$ cat src/rtl/hex_display_pkg.sv
// Shared types and constants for the seven-segment hex display controller.
package hex_display_pkg;

  typedef logic [6:0] seg_t;

  localparam seg_t SEG_OFF = 7'h7F;

  typedef enum logic [1:0] {IDLE, SCAN, COMMIT} state_t;

endpackage

$ cat src/rtl/hex_seg_decode.sv
// Combinational nibble-to-segment decoder, active-low gfedcba.
module hex_seg_decode
  import hex_display_pkg::*;
(
  input  logic [3:0] nibble_i,
  output seg_t       seg_o
);

  always_comb begin
    unique case (nibble_i)
      4'h0: seg_o = 7'h40;
      4'h1: seg_o = 7'h79;
      4'h2: seg_o = 7'h24;
      4'h3: seg_o = 7'h30;
      4'h4: seg_o = 7'h19;
      4'h5: seg_o = 7'h12;
      4'h6: seg_o = 7'h02;
      4'h7: seg_o = 7'h78;
      4'h8: seg_o = 7'h00;
      4'h9: seg_o = 7'h18;
      4'hA: seg_o = 7'h08;
      4'hB: seg_o = 7'h03;
      4'hC: seg_o = 7'h27;
      4'hD: seg_o = 7'h21;
      4'hE: seg_o = 7'h06;
      default: seg_o = 7'h0E;
    endcase
  end

endmodule

$ cat src/rtl/hex_display_ctrl.sv
// N-digit hex display controller: one shared decoder scans digits, then commits all at once.
// Optional leading-zero blanking is enabled by defining HEX_DISPLAY_LZB_EN.
module hex_display_ctrl
  import hex_display_pkg::*;
#(
  parameter int unsigned NUM_DIGITS = 6,
  parameter int unsigned BLINK_DIV  = 25_000_000
) (
  input  logic                      clk,
  input  logic                      reset,
  input  logic                      load,
  input  logic [4*NUM_DIGITS-1:0]   value,
  input  logic [NUM_DIGITS-1:0]     blink_mask,
  input  logic [NUM_DIGITS-1:0]     dp,
  output logic                      ready,
  output logic                      load_drop,
  output logic [7*NUM_DIGITS-1:0]   segments,
  output logic [NUM_DIGITS-1:0]     dp_n
);

  localparam int unsigned IDX_W = (NUM_DIGITS > 1) ? $clog2(NUM_DIGITS) : 1;
  localparam int unsigned CNT_W = (BLINK_DIV > 1) ? $clog2(BLINK_DIV) : 1;
  localparam logic [IDX_W-1:0] IDX_LAST = IDX_W'(NUM_DIGITS - 1);
  localparam logic [CNT_W-1:0] CNT_LAST = CNT_W'(BLINK_DIV - 1);

  state_t                    state_q;
  logic [IDX_W-1:0]          idx_q;
  logic [4*NUM_DIGITS-1:0]   value_q;
  logic [NUM_DIGITS-1:0]     blink_q;
  logic [NUM_DIGITS-1:0]     dp_q;
  seg_t                      shadow_q [NUM_DIGITS];
  seg_t                      disp_q   [NUM_DIGITS];
  logic [NUM_DIGITS-1:0]     disp_blink_q;
  logic [NUM_DIGITS-1:0]     disp_dp_q;
  logic [CNT_W-1:0]          cnt_q;
  logic                      phase_q;
  logic                      ready_q;
  logic                      load_drop_q;
  logic [7*NUM_DIGITS-1:0]   segments_q;
  logic [NUM_DIGITS-1:0]     dp_n_q;

  logic [3:0] scan_nibble;
  seg_t       scan_seg;
  seg_t       commit_seg [NUM_DIGITS];

  always_comb begin
    scan_nibble = '0;
    for (int unsigned d = 0; d < NUM_DIGITS; d++) begin
      if (idx_q == IDX_W'(d)) scan_nibble = value_q[4*d +: 4];
    end
  end

  hex_seg_decode u_dec (
    .nibble_i (scan_nibble),
    .seg_o    (scan_seg)
  );

`ifdef HEX_DISPLAY_LZB_EN
  // Walk from the most significant digit down; digit 0 is never blanked.
  always_comb begin
    logic all_zero;
    all_zero = 1'b1;
    commit_seg[0] = shadow_q[0];
    for (int unsigned d = NUM_DIGITS - 1; d >= 1; d--) begin
      all_zero      = all_zero && (value_q[4*d +: 4] == 4'h0);
      commit_seg[d] = all_zero ? SEG_OFF : shadow_q[d];
    end
  end
`else
  always_comb begin
    for (int unsigned d = 0; d < NUM_DIGITS; d++) commit_seg[d] = shadow_q[d];
  end
`endif

  always_ff @(posedge clk) begin
    if (reset) begin
      state_q      <= IDLE;
      idx_q        <= '0;
      value_q      <= '0;
      blink_q      <= '0;
      dp_q         <= '0;
      disp_blink_q <= '0;
      disp_dp_q    <= '0;
      cnt_q        <= '0;
      phase_q      <= 1'b0;
      ready_q      <= 1'b1;
      load_drop_q  <= 1'b0;
      segments_q   <= '1;
      dp_n_q       <= '1;
      for (int unsigned d = 0; d < NUM_DIGITS; d++) begin
        shadow_q[d] <= '0;
        disp_q[d]   <= SEG_OFF;
      end
    end else begin
      if (cnt_q == CNT_LAST) begin
        cnt_q   <= '0;
        phase_q <= ~phase_q;
      end else begin
        cnt_q <= cnt_q + 1'b1;
      end

      for (int unsigned d = 0; d < NUM_DIGITS; d++) begin
        segments_q[7*d +: 7] <= (phase_q && disp_blink_q[d]) ? SEG_OFF : disp_q[d];
        dp_n_q[d]            <= (phase_q && disp_blink_q[d]) ? 1'b1 : ~disp_dp_q[d];
      end

      if (load && !ready_q) load_drop_q <= 1'b1;

      unique case (state_q)
        IDLE: begin
          if (load) begin
            value_q <= value;
            blink_q <= blink_mask;
            dp_q    <= dp;
            idx_q   <= '0;
            ready_q <= 1'b0;
            state_q <= SCAN;
          end
        end
        SCAN: begin
          for (int unsigned d = 0; d < NUM_DIGITS; d++) begin
            if (idx_q == IDX_W'(d)) shadow_q[d] <= scan_seg;
          end
          if (idx_q == IDX_LAST) state_q <= COMMIT;
          else                   idx_q   <= idx_q + 1'b1;
        end
        COMMIT: begin
          for (int unsigned d = 0; d < NUM_DIGITS; d++) disp_q[d] <= commit_seg[d];
          disp_dp_q    <= dp_q;
          disp_blink_q <= blink_q;
          ready_q      <= 1'b1;
          state_q      <= IDLE;
        end
        default: state_q <= IDLE;
      endcase
    end
  end

  assign ready     = ready_q;
  assign load_drop = load_drop_q;
  assign segments  = segments_q;
  assign dp_n      = dp_n_q;

endmodule

$ cat config.mk
export PLATFORM = sky130hd
export DESIGN_NAME = hex_display_ctrl
export DESIGN_NICKNAME = d
export VERILOG_FILES = /design/src/rtl/hex_display_pkg.sv /design/src/rtl/hex_seg_decode.sv /design/src/rtl/hex_display_ctrl.sv
export SDC_FILE = /design/constraint.sdc
export NUM_CORES = 1
export LEC_CHECK = 0
export ABC_CLOCK_PERIOD_IN_PS = 3600
export CORE_MARGIN = 2
export CORE_UTILIZATION = 45
export DETAILED_ROUTE_END_ITERATION = 10
export PLACE_DENSITY = 0.69
export RECOVER_POWER = 50
export SLEW_MARGIN = 5
export SYNTH_ARGS = -nofsm -noshare
export SYNTH_HDL_FRONTEND = slang
export SYNTH_SLANG_ARGS = --single-unit
$ cat constraint.sdc
create_clock -name clk -period 3.6 [get_ports clk]
set_input_delay 0.72 -clock clk [delete_from_list [all_inputs] [get_ports clk]]
set_output_delay 0.72 -clock clk [all_outputs]
set_load 0.005 [all_outputs]
==> After elaboration in Yosys (flattened, before gate mapping) <==
Memories as Yosys holds them, arrays and structs flattened. A register that Yosys moved wholly into a read port is not among the register bits.
Cells that the tools add are included.
{ "word_totals": {"wordCells": 130, "latch_bits": 0, "output_inout_bits": 50, "romBits": 112, "register_bits": 87, "n_memories": 3, "in_bits": 39, "mem_bits_rw": 84} }
{ "classes": {"n_lt_le_gt_ge": 0, "div": 0, "shift": 0, "mux": 55, "reduce_logical": 23, "n_addsub": 2, "n_eq_ne": 11, "multipliers": 0, "n_bitwise": 19} }
{ "mem_list": {"columns": ["name", "depth", "word_bits", "rd", "rd_clocked_by_memory_dff", "wr", "line", "source"], "rows": [
  ["(name not given)", 16, 7, 1, 0, 0, "hex_seg_decode.sv:10", "unique case (nibble_i)"],
  ["disp_q", 6, 7, 6, 6, 6, "hex_display_ctrl.sv:32", "seg_t disp_q [NUM_DIGITS];"],
  ["shadow_q", 6, 7, 6, 0, 6, "hex_display_ctrl.sv:31", "seg_t shadow_q [NUM_DIGITS];"]
]} }
{ "op_table": {"columns": ["operator", "count"], "rows": [
  ["7-bit 2-to-1 mux", 12],
  ["1-bit 2-to-1 mux", 30],
  ["25-bit by 1-bit adder with 25-bit output, second input constant", 1],
  ["25-bit == test, second input constant", 1],
  ["4-bit 2-to-1 mux", 6],
  ["2-bit OR reduction", 7],
  ["1-bit OR", 12],
  ["1-bit logical AND", 7],
  ["1-bit inverter", 7],
  ["3-bit by 2-bit == test with 1-bit output, second input constant", 2],
  ["3-bit == test, second input constant", 2],
  ["3-bit 2-to-1 mux", 2],
  ["2-bit != test, second input constant", 3],
  ["3-bit one-hot mux with 2 select lines", 1],
  ["2-bit AND reduction", 3],
  ["2-bit 2-to-1 mux", 2],
  ["2-bit one-hot mux with 2 select lines", 1],
  ["2-bit nonzero test", 2],
  ["3-bit by 1-bit adder with 3-bit output, second input constant", 1],
  ["3-bit by 1-bit == test with 1-bit output, second input constant", 1],
  ["3-bit logical NOT", 1],
  ["3-bit AND reduction", 1],
  ["2-bit by 1-bit == test with 1-bit output, second input constant", 1],
  ["2-bit == test, second input constant", 1],
  ["other kinds (3)", 3]
]} }

==> Logic depth before layout (Yosys ltp) <==
An unclocked memory read counts as a cell.
{ "logic_depth": {"ltp_word": 9, "depth_mapped": 14, "ltp_nobuf": 11} }

==> Cells and area by module <==
Synthesis repeated with hierarchy kept, for this count alone.
{ "hier_totals": {"cells_unflattened": 735, "hier_area_um2": 8067.7} }
{ "modules_own_cells": {"columns": ["mod", "cells_per_inst", "seq_area_each_um2", "area_each_um2", "n_inst"], "rows": [
  ["hex_display_ctrl", 704, 5104.9, 7837.5, 1],
  ["hex_seg_decode", 31, 0.0, 230.2, 1]
]} }

==> Worst setup path before layout <==
Ideal clock, no wire load.
{ "synth_timing": {"path_type": "reg2reg", "start": "reg idx_q[2]", "end": "mem shadow_q[0][1] (netlist name), data pin", "path_stages_with_launch": 15, "setup_slack_ns": 0.679, "required_time_ns": 3.432, "arrival_ns": 2.753, "period_less_slack_ns": 2.921, "n_path_buf": 3, "setup_time_ns": 0.168, "cell_sequence": "dfxtp_1 -> buf_2 -> buf_2 -> inv_1 -> ha_1 -> buf_2 -> or2_4 -> a211oi_1 -> a311oi_4 -> inv_1 -> ha_1 -> inv_1 -> nor4_1 -> a21oi_1 -> a211oi_1"} }
{ "synth_lines": {"columns": ["item", "line", "source"], "rows": [
  ["from (decl)", "hex_display_ctrl.sv:27", "logic [IDX_W-1:0] idx_q;"],
  ["from (signal assigned)", "hex_display_ctrl.sv:125", "else idx_q <= idx_q + 1'b1;"],
  ["to (decl)", "hex_display_ctrl.sv:31", null]
]} }

==> reports/metrics.yaml <==
drc: 0
period_needed_ns: 3.372
hpwl_mm: 11.19
ys_ff_latch: 213
grt_max_degree: 50
synth_edf_count: 84
synth_top_flop_cell: "dfxtp_1"
syn-num-nets: 788
ir_drop_mv: 0.2852
whs_ns: 0.3891
rsz0062_at_grt: "no"
worst_setup_path_start_kind: "flop"
cts.clk_slew.worst_paths_ns: 0.06
hold_path_class: "reg -> reg"
wl_per_cell_um: 15.54
die_h_um: 138.3
numCtsBuffers: 22
drive_above_1_share: 0.06715
crit_type: "reg -> reg"
hold_path_depth: 1
timing.rr.start: "idx_q[0]"
final_common_cell: "dfxtp_1"
status: "complete, but fails checks"
fmaxAchievable_mhz: 296.6
drt-total-wl_mm: 16.52
drtPass1Iterations: 4
slew_headroom: -0.1576
vias: 5450
cts_tree: "done"
syn2layout_area_growth_pct: 21.78
synth.distinct_cells: 50
clk_latency_ns: 0.51
rr_worst_depth: 11
cts-root-buf: "clkbuf_16"
crit_fanout: 11
vias_per_cell: 5.127
worst_pin_slew_ns: 1.736
cp-end-kind: "flop"
die_area_sq_um: 19110
violations: "max-capacitance violations, max-slew violations"
power_density_nw_per_um2: 519.0
holdBufCountCts: 0
worstSetupStartpoint: "idx_q[0]"
ys_warn_count: 0
globalplace.congestion: 0.8700
cts_buffer_depth: 3
crit_required_ns: 3.95
core_area_sq_um: 17840
finalCritPeriodShare: 0.9366
final_cell_mix: "dfxtp_1 (129), nand2_1 (91), edfxtp_1 (84), clkdlybuf4s50_1 (77), a21oi_1 (75)"
maxSlewViolCount: 50
worstPathArrival_ns: 3.72
leakage_nw: 3.298
ys_async_sr_fraction: 0
antenna_found_initial: 0
postRouteAntennaNets: 0
h-tree-depth: 1
grt_overflow_total: 0
antenna_cells: 0
ioPinCount: 89
grt_pass1_wl_mm: 27.42
syn_inst: 737
drtIter0Drc: 340
cap_violations: 1
finalSetupViolations: 0
grt.total_usage: 0.1743
post_cts_resized: 0
syn_area_sq_um: 8110
portBuffers: 88
nNetsFinal: 869
grt_pass1_vias: 5353
core.rowCount: 49
avgSynthCellArea_sq_um: 11.00
finClkSkew_ns: 0.02038
setup_tns_ns: 0
start_util: 0.4546
finalHoldViolCount: 0
cts_setup_buffers: 0
die_x_um: 138.3
hold_start: "disp_dp_q[3]"
ys_seq_area_frac: 0.6294
cts.sinks: 213
[sequential cells by signal, summed over array words and instances, names as in the netlist]
signal        cells
blink_q           6
cnt_q            25
disp_blink_q      6
disp_dp_q         6
disp_q           42
dp_n              6
dp_q              6
idx_q             3
load_drop         1
phase_q           1
ready             1
segments         42
shadow_q         42
state_q           2
value_q          24
[cell type report]
type | instances | area, sq um
fillers | 1572 | 7964
flip-flops and latches | 213 | 5105
multi-input cells | 465 | 2758
repair buffers | 99 | 945.9
clock buffers | 29 | 639.4
well taps | 229 | 286.5
clock inverters | 11 | 78.83
inverters | 17 | 63.81
[kinds of logic (layout without fill, tap and decap cells)]
| family | Yosys count | count (layout) | share of synthesized area |
|---|---|---|---|
| XOR/XNOR | 24 | 24 | 0.02592 |
| adder cells (fa/ha/maj) | 12 | 12 | 0.01851 |
| AND/OR/NAND/NOR | 300 | 300 | 0.1908 |
| flip-flops | 213 | 213 | 0.6294 |
| buffers and inverters | 59 | 156 | 0.03054 |
| multiplexers | 1 | 1 | 0.001234 |
| AO/OA/AOI/OAI | 128 | 128 | 0.1035 |
[routing by layer]
| metal | vias up | part of all wire | global-route usage |
|---|---|---|---|
| met1 | 2522 | 0.45 | 0.2373 |
| met4 | 0 | 0.024 | 0.05693 |
| met5 | - | 0 | 0 |
| li1 | 2756 | - | - |
| met3 | 33 | 0.044 | 0.03014 |
| met2 | 139 | 0.48 | 0.2853 |
[path summary, 6_finish.rpt]
kind | end | slack (ns)
min | dp_n[3] | 0.39
max | shadow_q[3][3] | 0.23
min reg2reg | dp_n[3] | 0.39
max reg2reg | shadow_q[3][3] | 0.23
[worst max-delay path, cell delays in order, from the launching register on]
cell and delay (ns):
dfxtp_1 0.39, inv_1 0.09, ha_1 0.34, nor2b_1 0.23, a31o_2 0.27, a311oi_4 0.53, inv_1 0.14, ha_1 0.34
inv_1 0.10, nor4_1 0.49, a32oi_4 0.13, a21oi_1 0.18
[per-stage QoR]
stage / instances / util / setup slack [ns] / power [mW] / cell area [sq um]
3_3_place_gp: 1023 / 0.5141 / 0.4191 / 2.954 / 9171
2_1_floorplan: 737 / - / 0.6789 / 2.834 / 8110
5_1_grt: 1063 / 0.5536 / 0.02124 / 5.309 / 9877
6_report: 1063 / 0.5536 / 0.2282 / 5.126 / 9877
3_5_place_dp: 1023 / 0.5141 / 0.2758 / 2.958 / 9171
4_1_cts: 1063 / 0.5543 / 0.2494 / 5.180 / 9889
[report_power, final]
part | total [mW] | internal (mW) | switching (mW)
Clock | 2.22 | 1.32 | 0.903
Sequential | 2.58 | 2.56 | 0.0285
Combinational | 0.320 | 0.112 | 0.208
[cell usage after synthesis, drive strengths merged (7+ instances only)]
master / instances / share of area
nand2: 91 / 0.042
edfxtp: 84 / 0.31
nand3: 24 / 0.015
nand2b: 46 / 0.035
and3: 9 / 0.0076
dfxtp: 129 / 0.32
xor2: 10 / 0.011
xnor2: 14 / 0.015
a211oi: 15 / 0.015
nor3: 14 / 0.0086
or3: 42 / 0.032
buf: 13 / 0.0093
a22o: 12 / 0.013
clkbuf: 29 / 0.013
o21ai: 7 / 0.0052
nor4: 7 / 0.0054
a21oi: 75 / 0.046
nor2: 38 / 0.018
ha: 12 / 0.019
inv: 17 / 0.0079
No activity file was read; power rests on OpenSTA's default activity.
